--- src/rtl/consmax_pkg.sv ---
// Shared constants and loader state encoding for the consmax LUT loader.
package consmax_pkg;

  localparam int IDATA_BIT = 8;
  localparam int CDATA_BIT = 8;
  localparam int EXP_BIT   = 8;
  localparam int MAT_BIT   = 7;
  localparam int LUT_DATA  = EXP_BIT + MAT_BIT + 1;  // {sign, exp, mant}
  localparam int LUT_ADDR  = IDATA_BIT >> 1;         // per-table address width
  localparam int LUT_DEPTH = 2 ** LUT_ADDR;          // entries per table
  localparam int NUM_ENT   = 2 * LUT_DEPTH;          // the loader fills both tables
  localparam int CNT_W     = LUT_ADDR + 1;

  typedef enum logic [1:0] {
    IDLE = 2'd0,
    LOAD = 2'd1,
    DONE = 2'd2
  } loader_state_e;

  // Rotate a LUT word left by one bit.
  function automatic logic [LUT_DATA-1:0] rotl1(input logic [LUT_DATA-1:0] v);
    return {v[LUT_DATA-2:0], v[LUT_DATA-1]};
  endfunction

endpackage

--- src/rtl/consmax_lut_csum.sv ---
// Rotate-left-1 / XOR accumulator over the LUT entries accepted during a load.
module consmax_lut_csum
  import consmax_pkg::*;
(
  input  logic                clk,
  input  logic                rst,
  input  logic                clr_i,
  input  logic                en_i,
  input  logic [LUT_DATA-1:0] data_i,
  output logic [LUT_DATA-1:0] csum_o
);

  logic [LUT_DATA-1:0] csum_q;
  logic [LUT_DATA-1:0] csum_d;

  // Clear wins over accumulate; otherwise hold.
  always_comb begin
    csum_d = csum_q;
    if (clr_i) begin
      csum_d = '0;
    end else if (en_i) begin
      csum_d = rotl1(csum_q) ^ data_i;
    end
  end

  // Checksum register.
  always_ff @(posedge clk) begin
    if (rst) begin
      csum_q <= '0;
    end else begin
      csum_q <= csum_d;
    end
  end

  assign csum_o = csum_q;

endmodule

--- src/rtl/consmax_lut_loader.sv ---
// Write-side driver for the consmax exponent LUT. Accepts a valid/ready stream
// of NUM_ENT entries, writes them to addresses 0..NUM_ENT-1 with one cycle of
// latency, latches the shift config on start and gates idata_valid until a
// complete table is resident.
// Optional build macro: CONSMAX_LUT_CSUM_EN adds a rotate-XOR checksum on lut_csum.
module consmax_lut_loader
  import consmax_pkg::*;
(
  input  logic                 clk,
  input  logic                 rst,
  input  logic                 start,
  input  logic [CDATA_BIT-1:0] cfg_shift_in,
  input  logic [LUT_DATA-1:0]  s_data,
  input  logic                 s_valid,
  output logic                 s_ready,
  output logic [LUT_ADDR:0]    lut_waddr,
  output logic                 lut_wen,
  output logic [LUT_DATA-1:0]  lut_wdata,
  output logic [CDATA_BIT-1:0] cfg_consmax_shift,
  input  logic [IDATA_BIT-1:0] in_idata,
  input  logic                 in_idata_valid,
  output logic [IDATA_BIT-1:0] idata,
  output logic                 idata_valid,
  output logic                 busy,
  output logic                 done,
  output logic                 loaded,
  output logic [LUT_DATA-1:0]  lut_csum
);

  loader_state_e        state_q, state_d;
  logic [CNT_W-1:0]     cnt_q, cnt_d;
  logic                 wen_q, wen_d;
  logic [CNT_W-1:0]     waddr_q, waddr_d;
  logic [LUT_DATA-1:0]  wdata_q, wdata_d;
  logic [CDATA_BIT-1:0] shift_q, shift_d;
  logic                 loaded_q, loaded_d;

  logic accept;
  logic start_acc;

  assign s_ready   = (state_q == LOAD);
  assign accept    = s_valid & s_ready;
  // A start outside IDLE is dropped so an in-flight load cannot be restarted.
  assign start_acc = start & (state_q == IDLE);

  // Next-state logic: sequence accepted entries into registered LUT writes.
  always_comb begin
    state_d  = state_q;
    cnt_d    = cnt_q;
    wen_d    = 1'b0;
    waddr_d  = waddr_q;
    wdata_d  = wdata_q;
    shift_d  = shift_q;
    loaded_d = loaded_q;
    case (state_q)
      IDLE: begin
        if (start_acc) begin
          state_d  = LOAD;
          cnt_d    = '0;
          loaded_d = 1'b0;
          shift_d  = cfg_shift_in;
        end
      end
      LOAD: begin
        if (accept) begin
          wen_d   = 1'b1;
          waddr_d = cnt_q;
          wdata_d = s_data;
          cnt_d   = cnt_q + 1'b1;
          // Only the final entry completes the table; loaded rises with done.
          if (cnt_q == CNT_W'(NUM_ENT - 1)) begin
            state_d  = DONE;
            loaded_d = 1'b1;
          end
        end
      end
      DONE: begin
        state_d = IDLE;
      end
      default: begin
        state_d = IDLE;
      end
    endcase
  end

  // State and datapath registers.
  always_ff @(posedge clk) begin
    if (rst) begin
      state_q  <= IDLE;
      cnt_q    <= '0;
      wen_q    <= 1'b0;
      waddr_q  <= '0;
      wdata_q  <= '0;
      shift_q  <= '0;
      loaded_q <= 1'b0;
    end else begin
      state_q  <= state_d;
      cnt_q    <= cnt_d;
      wen_q    <= wen_d;
      waddr_q  <= waddr_d;
      wdata_q  <= wdata_d;
      shift_q  <= shift_d;
      loaded_q <= loaded_d;
    end
  end

  assign lut_wen           = wen_q;
  assign lut_waddr         = waddr_q;
  assign lut_wdata         = wdata_q;
  assign cfg_consmax_shift = shift_q;
  assign busy              = (state_q != IDLE);
  assign done              = (state_q == DONE);
  assign loaded            = loaded_q;

  // Upstream data is never stalled; its valid is simply masked while no
  // complete table is resident or a load is in progress.
  assign idata       = in_idata;
  assign idata_valid = in_idata_valid & loaded_q & ~busy;

`ifdef CONSMAX_LUT_CSUM_EN
  consmax_lut_csum u_csum (
    .clk    (clk),
    .rst    (rst),
    .clr_i  (start_acc),
    .en_i   (accept),
    .data_i (s_data),
    .csum_o (lut_csum)
  );
`else
  assign lut_csum = '0;
`endif

endmodule
--- config.mk ---
export PLATFORM = sky130hd
export DESIGN_NAME = consmax_lut_loader
export DESIGN_NICKNAME = d
export VERILOG_FILES = /design/src/rtl/consmax_pkg.sv /design/src/rtl/consmax_lut_csum.sv /design/src/rtl/consmax_lut_loader.sv
export SDC_FILE = /design/constraint.sdc
export NUM_CORES = 1
export LEC_CHECK = 0
export BUFFER_PORTS_ARGS = -buffer_cell sky130_fd_sc_hd__buf_2
export CELL_PAD_IN_SITES_DETAIL_PLACEMENT = 1
export CELL_PAD_IN_SITES_GLOBAL_PLACEMENT = 1
export CORE_ASPECT_RATIO = 1.5
export CORE_MARGIN = 1.5
export CORE_UTILIZATION = 29
export CTS_CLUSTER_DIAMETER = 200
export DETAILED_ROUTE_END_ITERATION = 10
export GPL_TIMING_DRIVEN = 0
export PLACE_DENSITY_LB_ADDON = 0.12
export RECOVER_POWER = 100
export SLEW_MARGIN = 20
export SYNTH_ARGS = -nofsm -noshare
export SYNTH_HDL_FRONTEND = slang
export SYNTH_HIERARCHICAL = 1
export SYNTH_SLANG_ARGS = --single-unit
--- constraint.sdc ---
create_clock -name clk -period 1.55 [get_ports clk]
set_clock_uncertainty 0.1 [all_clocks]
set_input_delay 0.465 -clock clk [delete_from_list [all_inputs] [get_ports clk]]
set_output_delay 0.465 -clock clk [all_outputs]
set_load 0.02 [all_outputs]
### After elaboration in Yosys (flattened, before gate mapping)

Cells that the tools add are included.

| operators by class | value |
|---|---|
| add/sub/neg operators | 1 |
| equal/unequal tests | 6 |
| reductions and logical operators | 9 |
| bitwise operators | 6 |
| multiplexer cells | 12 |

Operators by type and width:

| cell | number |
|---|---|
| 2-to-1 mux 5 bit | 2 |
| case mux 5 bit (2 select lines) | 1 |
| 2-to-1 mux 2 bit | 3 |
| AND reduction 3 bit | 2 |
| adder 5 x 1 -> 5 bit, second input constant | 1 |
| equality test 5 bit, second input constant | 1 |
| AND 1 bit | 4 |
| 2-to-1 mux 1 bit | 4 |
| != test 2 x 1 -> 1 bit, second input constant | 2 |
| case mux 2 bit (2 select lines) | 1 |
| AND reduction 2 bit | 2 |
| AND reduction 4 bit | 1 |
| nonzero test 2 bit | 2 |
| equality test 2 x 1 -> 1 bit, second input constant | 1 |
| equality test 2 bit, second input constant | 1 |
| zero test 2 bit | 1 |
| != test 2 bit, second input constant | 1 |
| NOT 1 bit | 2 |
| case mux 1 bit (2 select lines) | 1 |
| OR reduction 2 bit | 1 |

| storage, ports and cells | value |
|---|---|
| bits in registers | 38 |
| logic and storage cells | 41 |
| input port bits | 37 |
| output and inout bits | 59 |

### Longest topological paths before layout

| logic depth | value |
|---|---|
| depth in word-level cells | 4 |
| gate-level depth with buffers | 6 |
| mapped depth without buffers | 6 |

### Worst setup path after synthesis

Ideal clock, no wire load.

| timing path | value |
|---|---|
| path type | register to output |
| start point | register state_q[1] |
| end point | output port idata_valid |
| buffers on the path | 0 |
| stages on the path, launching flop included | 3 |
| path slack | -30 ps |
| arrival | 1015 ps |
| required time | 985 ps |
| cells stage by stage | dfxtp_1 or2_2 nor2_1 |

| on the way | value |
|---|---|
| cells in the longest elaborated chain, start to end | 3 |

Ends and longest elaborated chain:

| what | line | RTL |
|---|---|---|
| from (decl) | consmax_lut_loader.sv:30 | `loader_state_e state_q, state_d;` |
| from (signal assigned) | consmax_lut_loader.sv:97 | `state_q <= state_d;` |
| nonzero test 2 bit | consmax_lut_loader.sv:111 | `assign busy = (state_q != IDLE);` |
| net busy | consmax_lut_loader.sv:24 | `output logic busy,` |
| NOT 1 bit | consmax_lut_loader.sv:118 | `assign idata_valid = in_idata_valid & loaded_q & ~busy;` |
| AND 1 bit | consmax_lut_loader.sv:118 |  |
| to (decl) | consmax_lut_loader.sv:23 | `output logic idata_valid,` |

The timed path passes the listed nets, and every way through them passes these cells.

### Worst setup path after layout

| timing path | value |
|---|---|
| start point | register state_q[0] |
| end point | output port idata_valid |

| on the way | value |
|---|---|
| cells in the longest elaborated chain, start to end | 3 |

Ends and longest elaborated chain:

| what | line |
|---|---|
| nonzero test 2 bit | consmax_lut_loader.sv:111 |
| NOT 1 bit | consmax_lut_loader.sv:118 |
| AND 1 bit | consmax_lut_loader.sv:118 |

No other way between the ends.

==> flow_summary.toml <==
[setup_path]
worst_ep_arrival_time_ns = 1.08
critical_path.endpoint_type = "output pin"
timing.critical_path.fanout_max = 4
worst-r2r-cell-count = 5
crit_chain = "or2_4, nor2_4, buf_6"
start_kind = "register"
timing.critical_path.buf_inv = 1
critical_path.max_stage_delay_ns = 0.36
timing.rr.end = "loaded"
worst_path_dominant_cell_family = "flip-flops"
regToRegStartpoint = "state_q[1]"
worst_ep_required_time_ns = 0.98
rrSetupSlack_ns = 0.01
timing.setup.critical_path_class = "reg2out"
critical_path.slowest_cell = "sky130_fd_sc_hd__dfxtp_4"

[clock_network]
hold_buffers = 0
cts_tree = "built"
numClockSinks = 38
cts_root_buf = "sky130_fd_sc_hd__clkbuf_8"
h-tree-depth = 2
numCtsBuffers = 5
path_clk_slew_ns = 0.07
clk_path_buf_depth = 2
insertion_delay_ns = 0.29

[detailed_routing]
wire_per_inst_um = 11.5
dr.first_iter.drc_count = 32
per_cell_via_count_in_the_routed_design = 4.26
wl_mm = 4.19
vias = 1548
ant_nets = 0
detailedRoute.firstPassIterationCount = 3
remaining_drc_errors = 0

[layout]
multiInputGateArea_um2 = 676
filler_cell_count = 687
layout-area-overhead-vs-synth_pct = 41.3
final_util_pct = 43.1
area.sequential_um2 = 771
post_route_cells_drive_above_1_share_pct = 29.2
n_antenna_cell = 0
final_net_count = 333

[timing]
maxClockFrequency_mhz = 607
final-max-slew-violation-count = 0
final_critical_path_setup_slack_ns = -0.0979
finalSetupViolations = 4
whs_ns = 0.303
number_of_hold_slack_violations_in_the_final_timing_report = 0
finalCriticalPeriod_ns = 1.65
total_negative_setup_slack_ns = -0.334
setup_repair_after_global_routing_missed_its_margin = "yes"
final.period_utilization_pct = 106

[placement]
port_buffers = 70
hpwlAfterDp_mm = 3.17
replace_congestion = 0.666

[floorplan]
die_x_um = 63.4
standard_cell_rows = 32
die_height_um = 93.7
boundaryPins = 96
floorplan.initialDensity_pct = 30.5
core_area_mm2 = 0.00520
die_area_mm2 = 0.00594

[run_status]
run_status = "complete, but fails checks"
failed_checks = "negative setup slack"

[grt]
grt-busiest-layer = "met2"
grt_max_degree = 12
met3_usage_pct = 3.12
gr-usage-all-layers_pct = 14.3
grt_antenna_before_repair = 0
globalRouteMet1Util_pct = 15.0
gr-total-overflow = 0
gr-usage-met2_pct = 25.7
grt_pass1_wl_mm = 6.63
first_global_vias = 1461

[synthesis]
synth.lib_cells_used.distinct = 23
ys_seq_elements = 38
synthCells = 196
yosysWarningCount = 6
synthesized_area_fraction_occupied_by_ao_oa_aoi_and_oai_cells_pct = 13.2
synth.yosys.seq_area_share_pct = 47.9
dominant_combinational_cell_family_by_area_after_synthesis = "simple AND/OR/NAND/NOR gates"
synth.mux.area_fraction_pct = 0
synth-simple-area-share_pct = 22.4
synthesis.area_per_instance_um2 = 8.11
synth_xor_area_share_pct = 0
synth_enable_flop_cells = 0
synth-adder-area-share_pct = 1.57
cell_area_after_technology_mapping_mm2 = 0.00159
ys_async_sr_fraction_pct = 0
synth-main-ff-cell = "sky130_fd_sc_hd__dfxtp_1"

[worst_hold_path]
min_to = "cfg_consmax_shift[1]"
whs_path_depth = 3
type_of_the_worst_min_delay_path = "in2reg"
worstHoldStart = "cfg_shift_in[1]"

[job]
timing.max_cap.violations = 0

[power]
design_power_total_mw = 2.18
worst_ir_drop_vdd_mv = 0.330
total_leakage_power_nw = 0.952
power_density_mw_per_mm2 = 969
## worst min-delay path, cell delays in order
cell,delay (ns)
sky130_fd_sc_hd__buf_2,0.09
sky130_fd_sc_hd__nand2_1,0.04
sky130_fd_sc_hd__a21oi_1,0.05
## kinds of logic after synthesis
kind of cell             count (synthesis)
flip-flops                              38
adder cells (fa/ha/maj)                  2
AND/OR/NAND/NOR                         83
AO/OA/AOI/OAI                           38
buffers and inverters                   34
other                                    1
## layout by cell type, fill, tap and decap left out, types with 2 or more instances in the layout
master | Yosys | routed
sky130_fd_sc_hd__dfxtp_2 | 0 | 2
sky130_fd_sc_hd__nor2b_2 | 0 | 2
sky130_fd_sc_hd__nand3_1 | 4 | 4
sky130_fd_sc_hd__a21oi_1 | 34 | 34
sky130_fd_sc_hd__conb_1 | 1 | 16
sky130_fd_sc_hd__nand2b_1 | 2 | 2
sky130_fd_sc_hd__buf_6 | 0 | 5
sky130_fd_sc_hd__nor2_1 | 4 | 3
sky130_fd_sc_hd__dfxtp_1 | 38 | 34
sky130_fd_sc_hd__buf_2 | 3 | 31
sky130_fd_sc_hd__clkbuf_1 | 4 | 43
sky130_fd_sc_hd__nand2_1 | 64 | 64
sky130_fd_sc_hd__buf_4 | 27 | 29
sky130_fd_sc_hd__dfxtp_4 | 0 | 2
sky130_fd_sc_hd__clkbuf_8 | 0 | 8
## Yosys cell counts, types with 2 or more instances
| library cell | count | area [um2] |
|---|---|---|
| sky130_fd_sc_hd__nor2b_1 | 2 | 12.5 |
| sky130_fd_sc_hd__clkbuf_1 | 4 | 15.0 |
| sky130_fd_sc_hd__nand3_1 | 4 | 20.0 |
| sky130_fd_sc_hd__nand2_1 | 64 | 240 |
| sky130_fd_sc_hd__buf_4 | 27 | 203 |
| sky130_fd_sc_hd__ha_1 | 2 | 25.0 |
| sky130_fd_sc_hd__a21oi_1 | 34 | 170 |
| sky130_fd_sc_hd__nand2b_1 | 2 | 12.5 |
| sky130_fd_sc_hd__buf_2 | 3 | 15.0 |
| sky130_fd_sc_hd__nor2_1 | 4 | 15.0 |
| sky130_fd_sc_hd__dfxtp_1 | 38 | 761 |
## sequential cells by signal (all words and copies together) (netlist names)
name / cells
lut_wdata: 16
cfg_consmax_shift: 8
cnt_q: 5
lut_waddr: 5
state_q: 2
loaded: 1
lut_wen: 1
## per-stage QoR
| step | worst slack [ns] | std cells | area, um2 |
|---|---|---|---|
| final | -0.0979 | 363 | 2240 |
| after floorplan | 0.0474 | 211 | 1650 |
| after CTS | -0.107 | 359 | 2250 |
| after detailed placement | -0.0774 | 349 | 2080 |
| after global placement | -0.0871 | 349 | 2080 |
| after global routing | -0.137 | 363 | 2240 |
## routing by layer
metal	vias up	share of wire [%]
li1	790	-
met1	703	39
met2	47	53
met3	8	5.5
met4	0	2.5
met5	-	0
## where the power goes
part | internal (mW) | switching, mW | total (mW)
logic | 0.139 | 0.213 | 0.353
clock network | 0.449 | 0.346 | 0.795
registers | 1.01 | 0.0193 | 1.03
## worst max-delay path by stage
stage | startpoint | endpoint | depth (start not counted) | slack [ns]
global placement | rst | loaded | 3 | -0.09
detailed placement | rst | state_q[0] | 3 | -0.08
floorplan | state_q[1] | idata_valid | 2 | 0.05
global route | state_q[1] | idata_valid | 3 | -0.14
CTS | state_q[1] | idata_valid | 3 | -0.11
finish | state_q[0] | idata_valid | 3 | -0.1
## layout make-up
class / count / share of cell area [%]
Sequential cell: 38 / 34.3
Buffer: 34 / 10.9
Tap cell: 68 / 3.79
Timing Repair Buffer: 76 / 16.0
Multi-Input combinational cell: 139 / 30.1
Clock buffer: 8 / 4.91
## what timing repair did
item	CTS	global route
setup buffers	2	4
gates resized for setup	14	9
hold endpoints to repair	0	0
endpoints found under the setup margin	4	32
pin swaps	1	0
cloned	0	0
Power figures use the tool's default switching activity.
